$ cat src/rtl/noc_inject_arb.sv
// Round-robin injection arbiter: N_REQ valid/ready sources share one router input
// through a single registered flit stage, with optional per-source flit budgets.
module noc_inject_arb #(
  parameter int WIDTH        = 32,
  parameter int N            = 16,
  parameter int N_ADDR_WIDTH = $clog2(N),
  parameter int N_REQ        = 4,
  parameter int REQ_W        = $clog2(N_REQ),
  parameter int BUDGET       = 1000,
  parameter int CNT_WIDTH    = 16
) (
  input  logic                          clk,
  input  logic                          rst,
  input  logic [N_REQ-1:0]              valid_in,
  input  logic [N_REQ*WIDTH-1:0]        data_in,
  input  logic [N_REQ*N_ADDR_WIDTH-1:0] dest_in,
  output logic [N_REQ-1:0]              ready_out,
  output logic [WIDTH-1:0]              data_out,
  output logic [N_ADDR_WIDTH-1:0]       dest_out,
  output logic                          valid_out,
  input  logic                          ready_in,
  output logic [REQ_W-1:0]              src_out,
  output logic [CNT_WIDTH-1:0]          total_count,
  output logic                          done
);

  localparam logic [CNT_WIDTH-1:0] CNT_MAX  = '1;
  localparam logic [CNT_WIDTH-1:0] BUDGET_C = CNT_WIDTH'(BUDGET);

  logic [CNT_WIDTH-1:0]    cnt      [N_REQ];
  logic [WIDTH-1:0]        data_arr [N_REQ];
  logic [N_ADDR_WIDTH-1:0] dest_arr [N_REQ];
  logic [N_REQ-1:0]        eligible;
  logic [REQ_W-1:0]        rr_ptr;
  logic [REQ_W-1:0]        grant;
  logic [REQ_W-1:0]        idx;
  int                      sum;
  logic                    found;
  logic                    can_load;
  logic                    load;
  logic                    drain;
  logic                    all_spent;

  for (genvar g = 0; g < N_REQ; g++) begin : g_unpack
    assign data_arr[g] = data_in[g*WIDTH +: WIDTH];
    assign dest_arr[g] = dest_in[g*N_ADDR_WIDTH +: N_ADDR_WIDTH];
    assign eligible[g] = valid_in[g] && ((BUDGET == 0) || (cnt[g] < BUDGET_C));
  end

  // Search starts at rr_ptr and wraps, so the last winner becomes lowest priority.
  always_comb begin
    found = 1'b0;
    grant = '0;
    idx   = '0;
    sum   = 0;
    for (int k = 0; k < N_REQ; k++) begin
      sum = int'(rr_ptr) + k;
      if (sum >= N_REQ) sum = sum - N_REQ;
      idx = REQ_W'(sum);
      if (!found && eligible[idx]) begin
        found = 1'b1;
        grant = idx;
      end
    end
  end

  assign can_load = !valid_out || ready_in;
  assign drain    = valid_out && ready_in;
  assign load     = found && can_load && !rst;

  always_comb begin
    ready_out = '0;
    if (load) ready_out[grant] = 1'b1;
  end

  always_comb begin
    all_spent = (BUDGET != 0);
    for (int i = 0; i < N_REQ; i++) begin
      if (cnt[i] != BUDGET_C) all_spent = 1'b0;
    end
  end

  always_ff @(posedge clk) begin
    if (rst) begin
      valid_out   <= 1'b0;
      data_out    <= '0;
      dest_out    <= '0;
      src_out     <= '0;
      total_count <= '0;
      done        <= 1'b0;
      rr_ptr      <= '0;
      for (int i = 0; i < N_REQ; i++) cnt[i] <= '0;
    end else begin
      if (load) begin
        data_out  <= data_arr[grant];
        dest_out  <= dest_arr[grant];
        src_out   <= grant;
        valid_out <= 1'b1;
        if (cnt[grant] != CNT_MAX) cnt[grant] <= cnt[grant] + 1'b1;
        rr_ptr    <= (grant == REQ_W'(N_REQ - 1)) ? '0 : grant + 1'b1;
      end else if (drain) begin
        valid_out <= 1'b0;
      end
      if (drain && (total_count != CNT_MAX)) total_count <= total_count + 1'b1;
      // done only rises once the last budgeted flit has left the output stage.
      if (all_spent && !valid_out) done <= 1'b1;
    end
  end

endmodule

$ cat config.mk
export PLATFORM = sky130hd
export DESIGN_NAME = noc_inject_arb
export DESIGN_NICKNAME = d
export VERILOG_FILES = /design/src/rtl/noc_inject_arb.sv
export SDC_FILE = /design/constraint.sdc
export NUM_CORES = 1
export LEC_CHECK = 0
export ABC_AREA = 1
export CORE_MARGIN = 10
export CORE_UTILIZATION = 45
export DETAILED_ROUTE_END_ITERATION = 16
export PLACE_DENSITY = 0.78
export SLEW_MARGIN = 20
export SYNTH_ARGS = -nofsm -noshare
export SYNTH_HDL_FRONTEND = slang
export SYNTH_SLANG_ARGS = --single-unit
$ cat constraint.sdc
create_clock -name clk -period 9.3 [get_ports clk]
set_clock_uncertainty 0.05 [all_clocks]
set_input_delay 2.79 -clock clk [delete_from_list [all_inputs] [get_ports clk]]
set_output_delay 2.79 -clock clk [all_outputs]
set_load 0.005 [all_outputs]
### After elaboration in Yosys (flattened, before gate mapping)

Memory sizes are Yosys's and may differ from the RTL's.
Cells that the tools add are included.

* flip-flop bits (word level): 58
* memory bits (writable): 64
* bits of input ports: 151
* output and inout bits: 60
* logic and storage cells: 107
* memories kept: 1

Memories
* cnt: words 4, width 16, rd ports 5, clocked after memory_dff 0, wr ports 4, RTL line 30 `logic [CNT_WIDTH-1:0] cnt [N_REQ];`

* $add $sub $neg: 10
* order comparisons: 15
* eq/ne operators: 7
* multiplexer cells: 45
* bitwise logic cells: 1
* reductions and logical operators: 21

Operators by type and width (count)
* binary-select mux 32 bit (select 2 bit): 1
* less-than comparator 16 x 10 -> 1 bit (second input constant): 4
* two-way mux 32 bit: 2
* != test 16 x 10 -> 1 bit (second input constant): 4
* adder 16 x 1 -> 16 bit (second input constant): 2
* != test 16 bit (second input constant): 2
* two-way mux 1 bit: 22
* two-way mux 2 bit: 10
* two-way mux 16 bit: 1
* OR reduction 16 bit: 1
* less-than comparator 2 x 3 -> 1 bit (second input constant): 5
* logical AND 1 bit: 13
* greater-or-equal comparator 3 bit (second input constant): 4
* two-way mux 4 bit: 3
* binary-select mux 1 bit (select 2 bit): 4
* binary-select mux 4 bit (select 2 bit): 1
* subtractor 2 x 1 -> 2 bit (second input constant): 4
* adder 2 x 2 -> 3 bit (second input constant): 2
* zero test 1 bit: 5
* adder 2 x 1 -> 3 bit (second input constant): 1
* greater-or-equal comparator 2 x 3 -> 1 bit (second input constant): 1
* inverter 2 -> 3 bit: 1
* adder 2 x 1 -> 2 bit (second input constant): 1
* demux 1 bit (select 2 bit): 1
* 4 further kinds: 4

### Logic depth before layout (Yosys ltp)

Gate-level depths: netlist of the first run.
An unclocked memory read counts as a cell.

* depth after elaboration: 23
* depth in mapped cells: 25
* depth with buffers taken out: 25

### Worst setup path before layout of the first run

No wires, ideal clock.

* path type: input to output
* from: input valid_in[3]
* to: output ready_out[3]
* arrival: 4.447 ns
* data required time: 6.460 ns
* setup slack: 2.013 ns
* cell stages on the path: 16
* buffers on the path: 3
* cells stage by stage: nand2_1 -> nor2_1 -> nand3_1 -> nand2_1 -> nand2_1 -> nand2_1 -> nand4_1 -> nand3_2 -> nand2_8 -> inv_4 -> buf_6 -> buf_6 -> buf_2 -> ha_1 -> inv_1 -> nor2_1

* word-level cells in the longest chain between the ends: 18
* elaborated cells between the ends (all ways): 31
* those cells by class: order compare (2); mux (19); reduce/logical (10)

Ends and longest elaborated chain
* start: declaration: RTL line 14 `input logic [N_REQ-1:0] valid_in,`
* logical AND 1 bit (*): RTL line 47 `assign eligible[g] = valid_in[g] && ((BUDGET == 0) || (cnt[g] < BUDGET_C));`
* binary-select mux 1 bit (select 2 bit): RTL line 60 `if (!found && eligible[idx]) begin`
* two-way mux 1 bit (implied by the code): RTL line 60
* two-way mux 1 bit: RTL line 60
* zero test 1 bit: RTL line 60
* logical AND 1 bit: RTL line 60
* two-way mux 1 bit: RTL line 60
* zero test 1 bit: RTL line 60
* [... 3 more ...]
* logical AND 1 bit: RTL line 60
* two-way mux 2 bit (*): RTL line 60
* via grant[1]: RTL line 35 `logic [REQ_W-1:0] grant;`
* less-than comparator 2 x 3 -> 1 bit (implied by the code) or greater-or-equal comparator 2 x 1 -> 1 bit (tied branches): RTL line 73 `if (load) ready_out[grant] = 1'b1;`
* logical AND 1 bit (implied by the code): RTL line 73
* two-way mux 1 bit (implied by the code): RTL line 73
* demux 1 bit (select 2 bit) (*): RTL line 73
* two-way mux 4 bit (*): RTL line 73
* end: declaration: RTL line 17 `output logic [N_REQ-1:0] ready_out,`

The timed path passes the listed nets; every way through them passes the cells marked *. The select of a mux whose other input is x is not followed.

### Final worst setup path of the first run

* from: input valid_in[3]
* to: output ready_out[2]

* word-level cells in the longest chain between the ends: 18
* elaborated cells between the ends (all ways): 31
* those cells by class: order compare (2); mux (19); reduce/logical (10)

Ends and longest elaborated chain (RTL line)
* logical AND 1 bit (*): 47
* binary-select mux 1 bit (select 2 bit): 60
* two-way mux 1 bit (implied by the code): 60
* two-way mux 1 bit: 60
* zero test 1 bit: 60
* logical AND 1 bit: 60
* two-way mux 1 bit: 60
* zero test 1 bit: 60
* [... 2 more ...]
* zero test 1 bit: 60
* logical AND 1 bit: 60
* two-way mux 2 bit: 60
* less-than comparator 2 x 3 -> 1 bit (implied by the code) or greater-or-equal comparator 2 x 1 -> 1 bit (tied branches): 73
* logical AND 1 bit (implied by the code): 73
* two-way mux 1 bit (implied by the code): 73
* demux 1 bit (select 2 bit): 73
* two-way mux 4 bit (*): 73

Every way passes the cells marked *; elsewhere a longest branch is shown, timed or not. The select of a mux whose other input is x is not followed.

==> out/metrics.cfg, run 1 <==
[run_status]
status = completed

[clock_tree]
clockRootBuffer = clkbuf_16
ctsHoldBuffers = 0
clkTransAtPathRegs_ns = 0.05
cts_buffers = 17
htree_levels = 4
clkSinkCount = 122
clock_path_buffers = 2
insertion_delay_ns = 0.43
cts_tree = done
ctsResizeCount = 0
postCtsSetupBuffers = 0

[routing]
viasPerCell = 5.19
wirelength_um = 21900
ant_nets = 0
drt_iter0_drc = 463
wl_per_cell_um = 17.3
via_count = 6590
first_pass_iters = 5
drc = 0

[grt]
grt_use_total = 0.210
grt_start_max_net_pins = 69
gr-total-overflow = 0
grt_first_pass_wirelength_um = 33500
antenna_found_initial = 0
grt_pass1_vias = 6420

[logic_synthesis]
ys_warn_count = 0
synthArstFlopShare = 0
syn_area_per_cell_um2 = 7.85
synth.cell_area_um2 = 6740
ys_ff_latch = 122
synth_seq_area_share = 0.457
synth_edf_count = 64
synth_cell_type_count = 51
synth_ff_type = edfxtp_1
syn_inst = 859

[critical_path]
required_ns = 6.46
end_kind = primary output
crit_fanout = 34
cp-startpoint = valid_in[3]
critPathKind = in -> out
critPathTopFamily = buffers and inverters
worst_setup_path_start_kind = primary input
cp.buffers_inverters = 4
timing.rr.start = cnt[0][11]$_SDFFCE_PN0P_
crit_path_top_delay_cell = clkdlybuf4s50_1
crit_arrival_ns = 5.62
worstPathCellList = clkdlybuf4s50_1, nand2_1, nor2_1, nand3_1, nand2_1, nand2_1, nand2_1, nor2_1, nor2_1, nand2_2, nand2_4, buf_4, ha_1, inv_1, nor2_1, clkdlybuf4s50_1
cp_slowest_stage_delay_ns = 0.52

[floorplan]
rows = 44
core_area_um2 = 14600
die-area_um2 = 20300
start_util = 0.462
io_pins = 211
dieHeight_um = 142
dieWidth_um = 142

[sta]
final.period_utilization = 0.909
finalSetupViolations = 0
maxSlewViolCount = 0
fin_setup_tns_ns = 0
rsz0062_at_grt = no
hold_violations = 0
max_clock_freq_mhz = 118
relSlewSlack = 0.366
timing.final.crit_period_ns = 8.46
worst_pin_slew_ns = 0.950

[finish]
drive_gt1_frac = 0.0839
seqCellArea_um2 = 3080
fin_area_um2 = 9530
multi_input_area_um2 = 3260
n_antenna_cell = 0
nets = 1229
syn_to_final_growth_pct = 41.4
nFillCells = 1222

[placement]
dpl.hpwl_um = 16800
place_area_um2 = 8960
place_congestion = 0.918
io_buffers = 210

[run]
max-cap-violations = 0

[hold_path]
hold_class = reg -> reg
hp-start = data_out[11]$_SDFFE_PP0P_

[power_and_ir_drop]
power_w = 0.00265
power.density_nw_per_um2 = 278
ir_drop_mv = 0.171
power_leakage_nw = 3.73

## layout by cell type (no fill, tap or decap), types with 2 or more instances in the layout
cell,netlist,routed
nand2_1,215,215
clkdlybuf4s50_1,0,210
nor2_1,141,141
edfxtp_1,64,64
nand3_1,58,58
dfxtp_1,58,58
a21oi_1,55,55
inv_1,51,51
o21ai_0,38,38
conb_1,1,24
a311oi_1,19,19
clkbuf_16,0,19
nand2_2,13,13
nand3_2,12,12
o32ai_1,12,12
inv_2,7,7
nand3b_1,7,7
buf_4,2,7
nor4_1,6,6
ha_1,6,6
nand2_4,5,5
nand4_1,5,5
nor3_1,5,5
clkinv_2,0,5
nor2_2,4,4
o221ai_1,4,4
clkinvlp_4,0,4
o211ai_1,3,3
nor2_4,2,2
clkinv_1,1,2
o21a_1,2,2
inv_4,1,2
## power by group
part	total [W]	internal, W	switching (W)	leakage [nW]
Sequential	0.000856	0.000767	0.0000889	1.13
Clock	0.000633	0.000395	0.000238	0.276
Combinational	0.00116	0.000433	0.000730	2.33
## layout make-up
cell class | count | share of cell area
well taps | 184 | 0.0242
flip-flops and latches | 122 | 0.323
inverters | 60 | 0.0239
clock buffers | 20 | 0.0503
clock inverters | 12 | 0.00998
repair buffers | 217 | 0.226
multi-input cells | 654 | 0.342
## worst min-delay path, stage by stage (launching register included)
cell     delay [ns]
dfxtp_1        0.30
nand3_1        0.07
nand2_1        0.05
## per-layer routing
metal / routed length (µm) / GRT usage / share of wire
met4: 544 / 0.0847 / 0.025
met2: 11500 / 0.373 / 0.53
met1: 8500 / 0.231 / 0.39
met3: 1340 / 0.0574 / 0.061
met5: 0 / 0 / 0
## sequential cells by signal, indices dropped and copies added, names as in the netlist
signal,flops
done,1
dest_out,4
total_count,16
cnt,64
rr_ptr,2
data_out,32
src_out,2
valid_out,1
## logic make-up (layout without fill, tap and decap cells)
logic type,count (synthesis),after routing,share of synthesized area
simple gates,480,480,0.323
compound gates,141,141,0.130
flops,122,122,0.457
buf+inv,106,309,0.0724
fa+ha+maj,6,6,0.0111
xor+xnor,3,3,0.00613
other cells,1,24,0.000556
## worst paths after layout
path | endpoint | slack [ns] | cells past startpoint
max | ready_out[2] | 0.84 | 16
min | data_out[11]$_SDFFE_PP0P_ | 0.42 | 2
max reg2reg | cnt[0][12]$_SDFFCE_PN0P_ | 4.93 | 15
min reg2reg | data_out[11]$_SDFFE_PP0P_ | 0.42 | 2
## stage by stage
step	hold slack, ns	util	instances	setup slack (ns)
floorplan	0.415	-	882	2.01
global placement	0.404	0.614	1237	0.890
detailed placement	0.410	0.614	1237	0.824
CTS	0.420	0.653	1269	0.811
global route	0.437	0.653	1269	0.590
finish	0.419	0.653	1269	0.842
## synthesized netlist by cell type (2+ instances only)
cell type | instances | area share
nand2_4 | 5 | 0.0083
a311oi_1 | 19 | 0.025
nor2_4 | 2 | 0.0033
nor2_2 | 4 | 0.0037
inv_2 | 7 | 0.0039
edfxtp_1 | 64 | 0.29
nor2_1 | 141 | 0.078
nand2_2 | 13 | 0.012
dfxtp_1 | 58 | 0.17
nand4_1 | 5 | 0.0046
inv_1 | 51 | 0.028
nand3_1 | 58 | 0.043
o221ai_1 | 4 | 0.0052
a21oi_1 | 55 | 0.041
ha_1 | 6 | 0.011
o21a_1 | 2 | 0.0022
o211ai_1 | 3 | 0.0033
nand2_1 | 215 | 0.12
buf_4 | 2 | 0.0022
nand3_2 | 12 | 0.018
nor4_1 | 6 | 0.0056
o32ai_1 | 12 | 0.016
buf_6 | 6 | 0.010
nand3b_1 | 7 | 0.0078
clkbuf_1 | 17 | 0.0095
buf_2 | 19 | 0.014
o21ai_0 | 38 | 0.028
nor3_1 | 5 | 0.0037
Note: power is estimated with default switching activity, not from simulation.
==> run 2: changes to the inputs <==
--- a/config.mk
+++ b/config.mk
@@ -6,6 +6,7 @@
 export NUM_CORES = 1
 export LEC_CHECK = 0
 export ABC_AREA = 1
+export ABC_CLOCK_PERIOD_IN_PS = 9300
 export CORE_MARGIN = 10
 export CORE_UTILIZATION = 45
 export DETAILED_ROUTE_END_ITERATION = 16
==> results of run 2 <==
Same layout as run 1: the final DEF is identical, and so are final timing and power.
==> run 3: changes to the inputs <==
--- a/config.mk
+++ b/config.mk
@@ -5,12 +5,12 @@
 export SDC_FILE = /design/constraint.sdc
 export NUM_CORES = 1
 export LEC_CHECK = 0
-export ABC_AREA = 1
 export ABC_CLOCK_PERIOD_IN_PS = 9300
 export CORE_MARGIN = 10
 export CORE_UTILIZATION = 45
 export DETAILED_ROUTE_END_ITERATION = 16
-export PLACE_DENSITY = 0.78
+export MAX_ROUTING_LAYER = met4
+export PLACE_DENSITY = 0.79
 export SLEW_MARGIN = 20
 export SYNTH_ARGS = -nofsm -noshare
 export SYNTH_HDL_FRONTEND = slang
==> run 3 against run 2 <==
Against the previous run: setup slack worse by 0.18 ns; final area fell by 2.9%; synthesized area shrank 5.6%; sequential cell count unchanged; critical path depth shrank 6; first-iteration DRC count up 7.8%; wire length fell by 2.2%; sequential share of layout area grew 0.97 points; worst hold slack got worse by 0.030 ns; utilization up 1.3 points; combinational power shrank 88%; global-route usage rose by 1.1 points; critical endpoint is now ready_out[3]; largest power group is now clock.
==> out/metrics.cfg, run 3 <==
[sta]
finalSetupViolations = 0  ; unchanged
max_clock_freq_mhz = 116  ; was 118 MHz
hold_violations = 0  ; unchanged
relSlewSlack = 0.398  ; was 0.366
worst_pin_slew_ns = 0.903  ; was 0.950 ns
fin_setup_tns_ns = 0  ; unchanged
timing.final.crit_period_ns = 8.64  ; was 8.46 ns
timing.hold.ws_ns = 0.390  ; was 0.419 ns
final.period_utilization = 0.929  ; was 0.909
maxSlewViolCount = 0  ; unchanged
rsz0062_at_grt = no  ; unchanged

[finish]
top_register = cnt  ; unchanged
largest_reg_flops = 64  ; unchanged
drive_gt1_frac = 0.0539  ; was 0.0839
nFillCells = 1164  ; was 1222
n_antenna_cell = 0  ; unchanged
final_cell_mix = 209 x clkdlybuf4s50_1, 165 x nor2_1, 95 x nand2_1, 84 x o21ai_0, 64 x edfxtp_1  ; was 215 x nand2_1, 210 x clkdlybuf4s50_1, 141 x nor2_1, 64 x edfxtp_1
reg.largest.list = cnt x64, data_out x32, total_count x16  ; unchanged
syn_to_final_growth_pct = 45.4  ; was 41.4%
nets = 1127  ; was 1229
final_common_cell = clkdlybuf4s50_1  ; was nand2_1
final_util = 0.667  ; was 0.653

[floorplan]
die-area_um2 = 19300  ; was 20300 µm²
dieHeight_um = 139  ; was 142 µm
core_area_um2 = 13900  ; was 14600 µm²
dieWidth_um = 139  ; was 142 µm
io_pins = 211  ; unchanged
rows = 43  ; was 44
start_util = 0.459  ; was 0.462

[logic_synthesis]
syn_area_per_cell_um2 = 8.39  ; was 7.85 µm²
yosysTopAreaCell = edfxtp_1  ; unchanged
synth_ff_type = edfxtp_1  ; unchanged
yosysMostFrequentCell = nor2_1  ; was nand2_1
yosys-top-cells-count = 165 x nor2_1, 95 x nand2_1, 84 x o21ai_0, 64 x edfxtp_1, 62 x nand3_1  ; was 215 x nand2_1, 141 x nor2_1, 64 x edfxtp_1, 58 x dfxtp_1, 58 x nand3_1
synth_cell_type_count = 50  ; was 51
syn_inst = 759  ; was 859
ys_ff_latch = 122  ; unchanged
synthArstFlopShare = 0  ; unchanged
synth_seq_area_share = 0.484  ; was 0.457
synth.cell_area_um2 = 6370  ; was 6740 µm²
ys_warn_count = 0  ; unchanged
synth.top_cell.area_share = 0.302  ; was 0.285
synth.area.top_cells = edfxtp_1 30%, dfxtp_1 18%, nor2_1 9.7%, o21ai_0 6.6%, nand2_1 5.6%  ; was edfxtp_1 29%, dfxtp_1 17%, nand2_1 12%, nor2_1 7.8%, nand3_1 4.3%
synth_edf_count = 64  ; unchanged

[placement]
io_buffers = 210  ; unchanged
place_congestion = 0.999  ; was 0.918
dpl.hpwl_um = 15700  ; was 16800 µm

[routing]
drt_iter0_drc = 499  ; was 463
via_count = 6156  ; was 6590
ant_nets = 0  ; unchanged
first_pass_iters = 5  ; unchanged
wirelength_um = 21400  ; was 21900 µm
viasPerCell = 5.29  ; was 5.19
drc = 0  ; unchanged
wl_per_cell_um = 18.4  ; was 17.3 µm

[hold_path]
hold_class = reg -> reg  ; unchanged

[run]
max-cap-violations = 0  ; unchanged

[grt]
grt_use_total = 0.220  ; was 0.210
grt_pass1_vias = 5834  ; was 6420
antenna_found_initial = 0  ; unchanged
grt_start_max_net_pins = 83  ; was 69
grt_first_pass_wirelength_um = 33300  ; was 33500 µm
gr-total-overflow = 0  ; unchanged

[critical_path]
critPathKind = in -> out  ; unchanged
end_kind = primary output  ; unchanged
worstPathCellList = clkdlybuf4s50_1, nor3b_1, o211a_1, o21ai_0, o2111a_1, nor2_4, inv_2, ha_1, and2_1, clkdlybuf4s50_1  ; was clkdlybuf4s50_1, nand2_1, nor2_1, nand3_1, nand2_1, nand2_1, nand2_1, nor2_1, nor2_1, nand2_2, nand2_4, buf_4, ha_1, inv_1, nor2_1, clkdlybuf4s50_1
cp_slowest_stage_delay_ns = 0.48  ; was 0.52 ns
crit_path_top_delay_cell = clkdlybuf4s50_1  ; unchanged
crit_arrival_ns = 5.80  ; was 5.62 ns
crit_fanout = 19  ; was 34
worst_setup_path_start_kind = primary input  ; unchanged
cpMostUsedCell = clkdlybuf4s50_1
required_ns = 6.46  ; about the same

[run_status]
status = completed  ; unchanged

[clock_tree]
postCtsSetupBuffers = 0  ; unchanged
cts_buffers = 17  ; unchanged
insertion_delay_ns = 0.41  ; was 0.43 ns
clock_path_buffers = 2  ; unchanged
htree_levels = 4  ; unchanged
clkTransAtPathRegs_ns = 0.06  ; was 0.05 ns
clockRootBuffer = clkbuf_16  ; unchanged
cts_tree = done  ; unchanged
clkSinkCount = 122  ; unchanged
ctsHoldBuffers = 0  ; unchanged
ctsResizeCount = 0  ; unchanged

[power_and_ir_drop]
power.density_nw_per_um2 = 151  ; was 278 nW/µm²
ir_drop_mv = 0.118  ; was 0.171 mV
power_leakage_nw = 3.54  ; was 3.73 nW

[run 3: cell types whose count changed after synthesis, moves of 12 or more]
| cell | change |
|---|---|
| o32ai_1 | -12 |
| buf_2 | -19 |
| mux2i_1 | +14 |
| nand2_1 | -120 |
| inv_1 | -41 |
| nand3b_1 | +26 |
| nand2_2 | -13 |
| nand3_2 | -12 |
| o21ai_0 | +46 |
| nor2_1 | +24 |
| a311oi_1 | -19 |
| clkbuf_1 | +18 |
| a21oi_1 | -35 |
| xor2_1 | +13 |
[run 3: worst max-delay path: cells and delay by family]
| kind | cells | cell delay, ns |
|---|---|---|
| and+or+nand+nor | 3 | 1.02 |
| buffers and inverters | 3 | 1.03 |
| adders and majority gates | 1 | 0.23 |
| AOI/OAI and AO/OA | 3 | 0.72 |
[run 3: final cells by class]
type / instances / area [µm²] / share of cell area
Multi-Input combinational cell: 603 / 3160 / 0.341
Clock buffer: 24 / 532 / 0.0575
Sequential cell: 122 / 3080 / 0.333
Inverter: 10 / 37.5 / 0.00406
Clock inverter: 8 / 77.6 / 0.00838
Tap cell: 180 / 225 / 0.0243
Timing Repair Buffer: 216 / 2140 / 0.231
[run 3: through the flow]
step           setup slack, ns  power, W  instances  area [µm²]
2_1_floorplan             1.71  0.000657        782        6450
3_3_place_gp             0.800  0.000745       1131        8650
3_5_place_dp             0.764  0.000747       1131        8650
4_1_cts                  0.709   0.00141       1163        9260
5_1_grt                  0.546   0.00145       1163        9260
6_report                 0.661   0.00140       1163        9260
[run 3: metal layers]
layer / vias to the layer above / GRT usage / part of all wire
li1: 3043 / - / -
met1: 2824 / 0.266 / 0.42
met2: 248 / 0.354 / 0.48
met3: 41 / 0.0497 / 0.071
met4: 0 / 0.0796 / 0.025
met5: - / - / 0
[run 3: where the power goes]
group / switching (W) / total, W / leakage [nW] / internal, W
Clock: 0.000235 / 0.000662 / 0.301 / 0.000427
Combinational: 0.0000590 / 0.000143 / 2.13 / 0.0000836
Sequential: 0.00000906 / 0.000595 / 1.12 / 0.000586
Total: 0.000303 / 0.00140 / 3.54 / 0.00110
[run 3: logic make-up (layout without fill, tap and decap cells)]
| family | Yosys count | count (layout) | share of synthesized area |
|---|---|---|---|
| fa+ha+maj | 6 | 6 | 0.0118 |
| simple gates | 415 | 415 | 0.304 |
| xor+xnor | 19 | 19 | 0.0261 |
| flops | 122 | 122 | 0.484 |
| mux | 15 | 15 | 0.0238 |
| other cells | 1 | 24 | 0.000589 |
| compound gates | 124 | 124 | 0.114 |
| buf+inv | 57 | 258 | 0.0356 |
[run 3: path summary, 6_finish.rpt]
| check | startpoint | to | slack, ns | cells after the start |
|---|---|---|---|---|
| max reg2reg | cnt[2][14]$_SDFFCE_PN0P_ | cnt[1][8]$_SDFFCE_PN0P_ | 4.35 | 11 |
| min reg2reg | src_out[1]$_SDFFE_PP0P_ | src_out[1]$_SDFFE_PP0P_ | 0.39 | 2 |
| min | src_out[1]$_SDFFE_PP0P_ | src_out[1]$_SDFFE_PP0P_ | 0.39 | 2 |
| max | valid_in[0] | ready_out[3] | 0.66 | 10 |
==> variant (settings of run 1) <==
`N`: 16 -> 64.
--- a/src/rtl/noc_inject_arb.sv
+++ b/src/rtl/noc_inject_arb.sv
@@ -4,3 +4,3 @@
   parameter int WIDTH        = 32,
-  parameter int N            = 16,
+  parameter int N            = 64,
   parameter int N_ADDR_WIDTH = $clog2(N),
Interface: changed (resized dest_in and dest_out); port bits go from 211 to 221. No check against the original RTL was run, so the function may have changed too.
==> variant against run 1 <==
  * Count of clock-buffer cells in the layout rose by 3
  * Critical endpoint is now ready_out[1]
  * Power is 24% higher
  * Wire length is 5.8% higher
  * Cell area grew 2.4%
  * Worst setup slack worse by 0.089 ns
  * Register-to-register slack lost 0.06 ns
  * Sequential cell count increased by 2
  * Area after synthesis is 1.5% higher
==> variant: results <==
group,metric,value,unit
placed_design,place_congestion,0.9346,
outcome,outcome,"finished, final reports clean",
drt,viasPerCell,5.256,
timing,relSlewSlack,0.2605,
drt,route.met2.wl,11290,microns
global_routing,met2_usage,0.3594,
cells_and_area,fill_cells,1287,
placed_design,io_buffer_count,220,
hold_path,hold_end,"total_count[10]",
setup_path,arrival,5.71,ns
logic_synthesis,synthAdderAreaFrac,0.01097,
global_routing,grt_use_met3,0.08284,
logic_synthesis,synth_xor_area_frac,0.007494,
pwr,p_clk,638,uW
global_routing,use_met1,0.2601,
cells_and_area,final_nets,1268,
placed_design,dp_hpwl,17330,microns
setup_path,reg2reg_depth,11,
setup_path,cp_max_fo,29,
cells_and_area,drive_above_1_share,0.07527,
global_routing,grt_max_degree,106,
drt,wl_met3,2011,microns
setup_path,reg2reg_slack,4.87,ns
logic_synthesis,yosys-top-cells-area,"edfxtp_1 (28%), dfxtp_1 (18%), nand2_1 (12%)",
global_routing,grt_pass1_wl,35060,microns
pwr,ir_drop,0.0003153,V
pwr,power_density,336.6,nW/um^2
setup_path,r2r-end,"cnt[0][9]",
-- variant: changes by cell type after synthesis, sizes merged, moves of 3 or more --
cell | before | now
nand3 | 71 | 57
o32ai | 12 | 0
nand4 | 5 | 20
or2 | 1 | 13
nor2 | 148 | 141
o211ai | 4 | 18
a31oi | 1 | 14
o21ai | 38 | 41
nand3b | 7 | 0
nor4 | 6 | 3
nor3 | 6 | 10
mux2i | 0 | 9
a21oi | 56 | 33
inv | 59 | 69
-- variant: cell families after synthesis --
kind of cell | Yosys count
AOI/OAI and AO/OA | 135
xor gates and xnor gates | 5
adders and majority gates | 6
and+or+nand+nor | 484
muxes | 9
buffers and inverters | 116
DFF | 124
other | 1
-- variant: worst max-delay path by stage --
stage	to	slack [ns]	from
final	ready_out[1]	0.75	valid_in[3]
after global routing	ready_out[3]	0.47	valid_in[3]
after CTS	ready_out[1]	0.79	valid_in[3]
after detailed placement	ready_out[1]	0.81	valid_in[3]
after global placement	ready_out[3]	0.86	valid_in[3]
after floorplan	ready_out[3]	1.96	valid_in[3]
-- variant: through the flow --
stage | cell area, sq um | utilization | hold slack, ns | setup slack [ns] | cells
floorplan | 6932 | - | 0.4105 | 1.963 | 903
global placement | 9194 | 0.6116 | 0.4308 | 0.8579 | 1272
detailed placement | 9194 | 0.6116 | 0.4323 | 0.8128 | 1272
CTS | 9758 | 0.6491 | 0.4610 | 0.7863 | 1304
global route | 9758 | 0.6491 | 0.4936 | 0.4671 | 1304
finish | 9758 | 0.6491 | 0.4577 | 0.7537 | 1304
-- variant: layout make-up --
type,instances,area share
Clock buffer,23,0.04795
Clock inverter,9,0.009873
Timing Repair Buffer,227,0.2311
Inverter,70,0.02744
Multi-Input combinational cell,663,0.3395
Sequential cell,124,0.3200
Tap cell,188,0.02411
